`config.mk`:
```
export PLATFORM = sky130hd
export DESIGN_NAME = attractor_classifier
export DESIGN_NICKNAME = d
export VERILOG_FILES = /design/src/rtl/attractor_classifier.sv
export SDC_FILE = /design/constraint.sdc
export NUM_CORES = 1
export LEC_CHECK = 0
export CAP_MARGIN = 40
export CORE_ASPECT_RATIO = 1.1
export CORE_MARGIN = 3
export CORE_UTILIZATION = 47
export CTS_CLUSTER_DIAMETER = 100
export DETAILED_ROUTE_END_ITERATION = 8
export GPL_TIMING_DRIVEN = 0
export PLACE_DENSITY = 0.68
export SLEW_MARGIN = 10
export SYNTH_ARGS = -nofsm -noshare
export SYNTH_HDL_FRONTEND = slang
export SYNTH_SLANG_ARGS = --single-unit
```
`constraint.sdc`:
```
create_clock -name clk -period 2.82 [get_ports clk]
set_input_delay 0.564 -clock clk [delete_from_list [all_inputs] [get_ports clk]]
set_output_delay 0.564 -clock clk [all_outputs]
set_load 0.05 [all_outputs]
```
`src/rtl/attractor_classifier.sv`:
```
// Attractor analyser: Brent cycle detection plus mu search over an external
// W-bit next-state function, reporting period, transient and entry state.
module attractor_classifier #(
  parameter int W = 8
) (
  input  logic         clk,
  input  logic         rst,
  input  logic         start,
  input  logic [W-1:0] init_val,
  output logic [W-1:0] fn_in,
  input  logic [W-1:0] fn_out,
  output logic         busy,
  output logic         done,
  output logic         is_fixed,
  output logic [W:0]   cycle_len,
  output logic [W:0]   transient_len,
  output logic [W-1:0] entry_state
);

  typedef enum logic [2:0] {
    S_IDLE, S_INIT, S_LAM, S_ADV, S_MU, S_DONE
  } state_t;

  localparam logic [W+1:0] LAM_ONE = 1;
  localparam logic [W:0]   CNT_ONE = 1;

  state_t       state_q, state_d;
  logic [W-1:0] x0_q, x0_d;
  logic [W-1:0] tort_q, tort_d;
  logic [W-1:0] hare_q, hare_d;
  logic [W+1:0] power_q, power_d;
  logic [W+1:0] lam_q, lam_d;
  logic [W:0]   cnt_q, cnt_d;
  logic         phase_q, phase_d;
  logic [W-1:0] fn_in_q, fn_in_d;
  logic         busy_q, busy_d;
  logic         done_q, done_d;
  logic         fixed_q, fixed_d;
  logic [W:0]   clen_q, clen_d;
  logic [W:0]   tlen_q, tlen_d;
  logic [W-1:0] entry_q, entry_d;

  always_ff @(posedge clk or posedge rst) begin
    if (rst) begin
      state_q <= S_IDLE;
      x0_q    <= '0;
      tort_q  <= '0;
      hare_q  <= '0;
      power_q <= '0;
      lam_q   <= '0;
      cnt_q   <= '0;
      phase_q <= 1'b0;
      fn_in_q <= '0;
      busy_q  <= 1'b0;
      done_q  <= 1'b0;
      fixed_q <= 1'b0;
      clen_q  <= '0;
      tlen_q  <= '0;
      entry_q <= '0;
    end else begin
      state_q <= state_d;
      x0_q    <= x0_d;
      tort_q  <= tort_d;
      hare_q  <= hare_d;
      power_q <= power_d;
      lam_q   <= lam_d;
      cnt_q   <= cnt_d;
      phase_q <= phase_d;
      fn_in_q <= fn_in_d;
      busy_q  <= busy_d;
      done_q  <= done_d;
      fixed_q <= fixed_d;
      clen_q  <= clen_d;
      tlen_q  <= tlen_d;
      entry_q <= entry_d;
    end
  end

  // fn_in_d always holds the value of whichever register the next state
  // advances, so fn_out is valid for it throughout that cycle.
  always_comb begin
    state_d = state_q;
    x0_d    = x0_q;
    tort_d  = tort_q;
    hare_d  = hare_q;
    power_d = power_q;
    lam_d   = lam_q;
    cnt_d   = cnt_q;
    phase_d = phase_q;
    fn_in_d = fn_in_q;
    busy_d  = busy_q;
    done_d  = 1'b0;
    fixed_d = fixed_q;
    clen_d  = clen_q;
    tlen_d  = tlen_q;
    entry_d = entry_q;
    unique case (state_q)
      S_IDLE: begin
        if (start) begin
          x0_d    = init_val;
          fn_in_d = init_val;
          busy_d  = 1'b1;
          state_d = S_INIT;
        end
      end
      S_INIT: begin
        hare_d  = fn_out;
        tort_d  = x0_q;
        power_d = LAM_ONE;
        lam_d   = LAM_ONE;
        fn_in_d = fn_out;
        state_d = S_LAM;
      end
      S_LAM: begin
        if (tort_q == hare_q) begin
          tort_d  = x0_q;
          hare_d  = x0_q;
          cnt_d   = '0;
          fn_in_d = x0_q;
          state_d = S_ADV;
        end else begin
          if (power_q == lam_q) begin
            tort_d  = hare_q;
            power_d = power_q << 1;
            lam_d   = LAM_ONE;
          end else begin
            lam_d = lam_q + LAM_ONE;
          end
          hare_d  = fn_out;
          fn_in_d = fn_out;
        end
      end
      S_ADV: begin
        hare_d  = fn_out;
        cnt_d   = cnt_q + CNT_ONE;
        fn_in_d = fn_out;
        if ((cnt_q + CNT_ONE) == lam_q[W:0]) begin
          cnt_d   = '0;
          phase_d = 1'b0;
          fn_in_d = tort_q;
          state_d = S_MU;
        end
      end
      S_MU: begin
        if (!phase_q) begin
          if (tort_q == hare_q) begin
            state_d = S_DONE;
          end else begin
            tort_d  = fn_out;
            fn_in_d = hare_q;
            phase_d = 1'b1;
          end
        end else begin
          hare_d  = fn_out;
          cnt_d   = cnt_q + CNT_ONE;
          fn_in_d = tort_q;
          phase_d = 1'b0;
        end
      end
      S_DONE: begin
        done_d  = 1'b1;
        busy_d  = 1'b0;
        clen_d  = lam_q[W:0];
        tlen_d  = cnt_q;
        entry_d = tort_q;
        fixed_d = (lam_q == LAM_ONE);
        state_d = S_IDLE;
      end
      default: state_d = S_IDLE;
    endcase
  end

  assign fn_in         = fn_in_q;
  assign busy          = busy_q;
  assign done          = done_q;
  assign is_fixed      = fixed_q;
  assign cycle_len     = clen_q;
  assign transient_len = tlen_q;
  assign entry_state   = entry_q;

endmodule

```
# [After elaboration in Yosys (flattened, before gate mapping)]
# Index checks and enable logic that the tools add are counted.
[totals] register_bits=94 out_inout_bits=37 wordCells=92 in_bits=19
[op_classes] addsub=2 reduce_logical=19 n_mux=36 n_eq_ne=20
[ops] operator="$mux W8" n=10
[ops] operator="$pmux W8 S3" n=2
[ops] operator="$mux W10" n=4
[ops] operator="$pmux W10 S2" n=2
[ops] operator="$pmux W8 S5" n=1
[ops] operator="$mux W9" n=3
[ops] operator="$pmux W9 S3" n=1
[ops] operator="$ne A2 B2 Y1 const B" n=9
[ops] operator="$mux W3" n=5
[ops] operator="$pmux W3 S5" n=1
[ops] operator="$add A10 B1 Y10 const B" n=1
[ops] operator="$eq A10 B1 Y1 const B" n=1
[ops] operator="$eq A10 B10 Y1" n=1
[ops] operator="$reduce_and A2 Y1" n=5
[ops] operator="$add A9 B1 Y9 const B" n=1
[ops] operator="$eq A9 B9 Y1" n=1
[ops] operator="$reduce_and A3 Y1" n=3
[ops] operator="$reduce_bool A3 Y1" n=3
[ops] operator="$eq A8 B8 Y1" n=1
[ops] operator="$eq A3 B2 Y1 const B" n=2
[ops] operator="$eq A3 B3 Y1 const B" n=2
[ops] operator="$ne A3 B3 Y1 const B" n=2
[ops] operator="$reduce_bool A2 Y1" n=3
[ops] operator="$mux W1" n=5
[ops] operator="other kinds (7)" n=8

# [Longest topological paths before layout]
[logic_depth] depth_word=4 ltp_mapped=8

# [Worst setup path after synthesis]
# Ideal clock, no wire load.
[synth_path] path_type="register to register" start="register lam_q[4]" end="register tort_q[0]" setup_slack_ps=667 period_less_slack_ps=2153 required_ps=2693 arrival_ps=2025 stages_incl_launch_ff=9 path_cell_list="dfrtp_1 -> clkbuf_1 -> xnor2_1 -> nand4_1 -> o31ai_2 -> nand2b_1 -> buf_2 -> o31ai_4 -> mux2_1"
[synth_via] elab_chain_len=3
[synth_lines] item="from (decl)" line_no="32" text="logic [W+1:0] lam_q, lam_d;"
[synth_lines] item="from (signal assigned)" line_no="66" text="lam_q <= lam_d;"
[synth_lines] item="$eq A10 B10 Y1" line_no="122" text="if (power_q == lam_q) begin"
[synth_lines] item="$ne A3 B3 Y1 (no line)"
[synth_lines] item="$reduce_and A4 Y1 (no line)"
[synth_lines] item="to (signal assigned)" line_no="63" text="tort_q <= tort_d;"
[synth_lines] item="to (decl)" line_no="29" text="logic [W-1:0] tort_q, tort_d;"
# No other way between the ends.
# A chain may end at the register's enable or synchronous reset.

# [Worst setup path in the final report]
[layout_path] start="register state_q[1]" end="register lam_q[9]"
[layout_via] elab_chain_len=3
[layout_lines] item="from (decl)" line_no="27" text="state_t state_q, state_d;"
[layout_lines] item="from (signal assigned)" line_no="61" text="state_q <= state_d;"
[layout_lines] item="$eq A3 B2 Y1 or $eq A3 B1 Y1 (tied branches)" line_no="97" text="unique case (state_q)"
[layout_lines] item="$ne A2 B2 Y1 (no line) or $reduce_bool A2 Y1 (tied branches)"
[layout_lines] item="$reduce_and A2 Y1 (no line)"
# Several ways; a longest one is shown, not always the timed one.

==> impl_metrics.env <==
export IMPL_max_stage_delay_ps=480
export IMPL_final_period_utilization_pct=94.83
export IMPL_post_cts_buffers=0
export IMPL_synthArstFlopShare_pct=100.0
export IMPL_status="completed"
export IMPL_ys_warn_count=0
export IMPL_drc=0
export IMPL_post_place_ws_ps=157.3
export IMPL_leakagePower_nw=2.816
export IMPL_final_core_util_pct=59.36
export IMPL_synth_area_sq_um=5179
export IMPL_crit_slowest_cell="nor3_2"
export IMPL_hold_class="register to register"
export IMPL_stdcell_area_sq_um=6286
export IMPL_layout_commonest_cell="dfrtp_1"
export IMPL_cts_root_buf="clkbuf_16"
export IMPL_htree_levels=3
export IMPL_worst_pin_slew_ps=752.3
export IMPL_r2r_slack_ps=150
export IMPL_critPathMaxFanout=10
export IMPL_clk_insertion_delay_late_ps=350
export IMPL_grt_max_degree=38
export IMPL_num_vias=4622
export IMPL_endpoint_kind="register"
export IMPL_ys_seq_elements=94
export IMPL_critPathArrivalTime_ps=2900
export IMPL_netlist_instances=558
export IMPL_die_area_sq_um=12320
export IMPL_die_width_um=106.1
export IMPL_final_max_slew_viol_count=0
export IMPL_place_gp_congestion=0.9332
export IMPL_vdd_drop_max_mv=0.5975
export IMPL_power_total_w=0.006940
export IMPL_routed_via_density=5.972
export IMPL_antenna_found_initial=0
export IMPL_maxCapViolCount=0
export IMPL_cellPowerDensity_nw_per_um2=1104
export IMPL_cts_tree="yes"
export IMPL_cts_resized=0
export IMPL_rows=39
export IMPL_clk_pin_slew_worst_paths_ps=70
export IMPL_startpoint_type="register"
export IMPL_ys_seq_area_share_pct=45.42
export IMPL_track_usage_pct=22.28
export IMPL_wire_per_inst_um=17.30
export IMPL_synth_nets=580
export IMPL_synth_flop_cell="dfrtp_1"
export IMPL_num_io_pins=56
export IMPL_drt_iter0_drc=249
export IMPL_relSlewSlack_pct=49.85
export IMPL_path_cells="inv_1, nor3_2, a21boi_1, clkbuf_1, nor2_1, o21ai_0, o31ai_1"
export IMPL_place_detailed_hpwl_mm=9.847
export IMPL_clock_skew_ps=5.503
export IMPL_cts_buffer_depth=2
export IMPL_path_delay_family="compound AO/OA/AOI/OAI gates"
export IMPL_syn_mean_instance_area_sq_um=9.281
export IMPL_drive_gt1_share_pct=8.399
export IMPL_yosysUniqueCellTypes=58
export IMPL_syn_to_final_growth_pct=21.38
export IMPL_final_cell_mix="dfrtp_1 (94), nand2_1 (65), clkdlybuf4s50_1 (55)"
export IMPL_fin_tns_setup_ps=0
export IMPL_diodes=0
export IMPL_cp_num_buf_inv=2
export IMPL_drtPass1Iterations=5
export IMPL_initial_core_util_pct=48.91
export IMPL_clock_sinks=94
export IMPL_die_y_um=116.1
export IMPL_min_period_ps=2674
export IMPL_dpl_instance_area_sq_um=5952
export IMPL_final_nets=648
export IMPL_setup_violations_final=0
export IMPL_required_ps=3050
export IMPL_grt_ovfl_total=0
export IMPL_grt_pass1_wl_mm=21.96
export IMPL_portBuffers=55
export IMPL_hold_viol=0
export IMPL_synth_edf_count=0
export IMPL_max_freq_ghz=0.3739
export IMPL_grt_pass1_vias=4522
export IMPL_crit_type="register to register"
export IMPL_rsz0062_at_grt="true"
export IMPL_wirelength_mm=13.39
export IMPL_core_area_sq_um=10590
export IMPL_antenna_left=0
export IMPL_finalWorstSetupSlack_ps=145.8
export IMPL_cts_buffers_inserted=9
export IMPL_postCtsHoldBufs=0
power breakdown:
| part | total, W | internal [W] | switching, W |
|---|---|---|---|
| registers | 0.00219 | 0.00174 | 0.000452 |
| logic | 0.00343 | 0.00127 | 0.00215 |
| clock network | 0.00132 | 0.000778 | 0.000543 |
| total | 0.00694 | 0.00379 | 0.00315 |
state kept, by name (all words and copies together) (netlist names):
name and count:
power_q 10, lam_q 10, x0_q 8, fn_in 8, busy 1, tort_q 8, phase_q 1, transient_len 9
cycle_len 9, cnt_q 9, is_fixed 1, done 1, entry_state 8, state_q 3, hare_q 8
Yosys cell counts (9+ instances only):
master     n  area (sq um)
a21o_1    15         112.6
a21oi_1   30         150.1
a31oi_1   10         62.56
clkbuf_1  25         93.84
dfrtp_1   94          2352
inv_1     23         86.33
mux2_2    17         191.4
mux2i_1   17         170.2
nand2_1   65         244.0
nand3_1   26         130.1
nor2_1    48         180.2
o21ai_0   36         180.2
o22ai_1    9         56.30
xnor2_1   14         122.6
xor2_1    13         113.9
layer usage:
metal / share of wire, % / vias up / track usage (%)
met5: 0 / - / 0
met4: 4.9 / 0 / 13.13
met3: 4.9 / 65 / 4.035
met2: 48 / 171 / 37.80
met1: 42 / 2240 / 26.81
li1: - / 2146 / -
final cells by class:
| cell class | instances | area [sq um] |
|---|---|---|
| Clock inverter | 7 | 96.34 |
| Clock buffer | 9 | 225.2 |
| Inverter | 23 | 90.09 |
| Sequential cell | 94 | 2352 |
| Buffer | 33 | 131.4 |
| Timing Repair Buffer | 57 | 590.6 |
| Tap cell | 143 | 178.9 |
| Multi-Input combinational cell | 408 | 2621 |
| Fill cell | 944 | 4303 |
cells by family after synthesis:
family	after synthesis	share of synthesized area, %
buf+inv	56	4.204
simple gates	184	16.62
compound gates	152	19.74
flops	94	45.42
xor+xnor	27	4.566
mux	42	8.722
fa+ha+maj	3	0.7249
stage by stage:
stage / hold WS [ps] / cells
floorplan: 470.4 / 558
global placement: 462.9 / 756
detailed placement: 470.7 / 758
CTS: 485.4 / 774
global route: 502.1 / 774
finish: 480.4 / 774
worst reg2reg max path, cell delays in order, from the launching register on:
cell	delay, ps
dfrtp_1	440
inv_1	140
nor3_2	480
a21boi_1	410
clkbuf_1	430
nor2_1	280
o21ai_0	260
o31ai_1	100
final timing paths:
| check | startpoint | end | depth (start not counted) |
|---|---|---|---|
| setup / recovery | state_q[1]$_DFFE_PP0P_ | lam_q[9]$_DFFE_PP0P_ | 7 |
| hold / removal | busy$_DFFE_PP0P_ | busy$_DFFE_PP0P_ | 2 |
| setup reg to reg | state_q[1]$_DFFE_PP0P_ | lam_q[9]$_DFFE_PP0P_ | 7 |
| hold reg to reg | busy$_DFFE_PP0P_ | busy$_DFFE_PP0P_ | 2 |
| max in group asynchronous | rst | transient_len[2]$_DFFE_PP0P_ | 4 |
| min in group asynchronous | rst | entry_state[5]$_DFFE_PP0P_ | 2 |
Note: power is estimated with default switching activity, not from simulation.
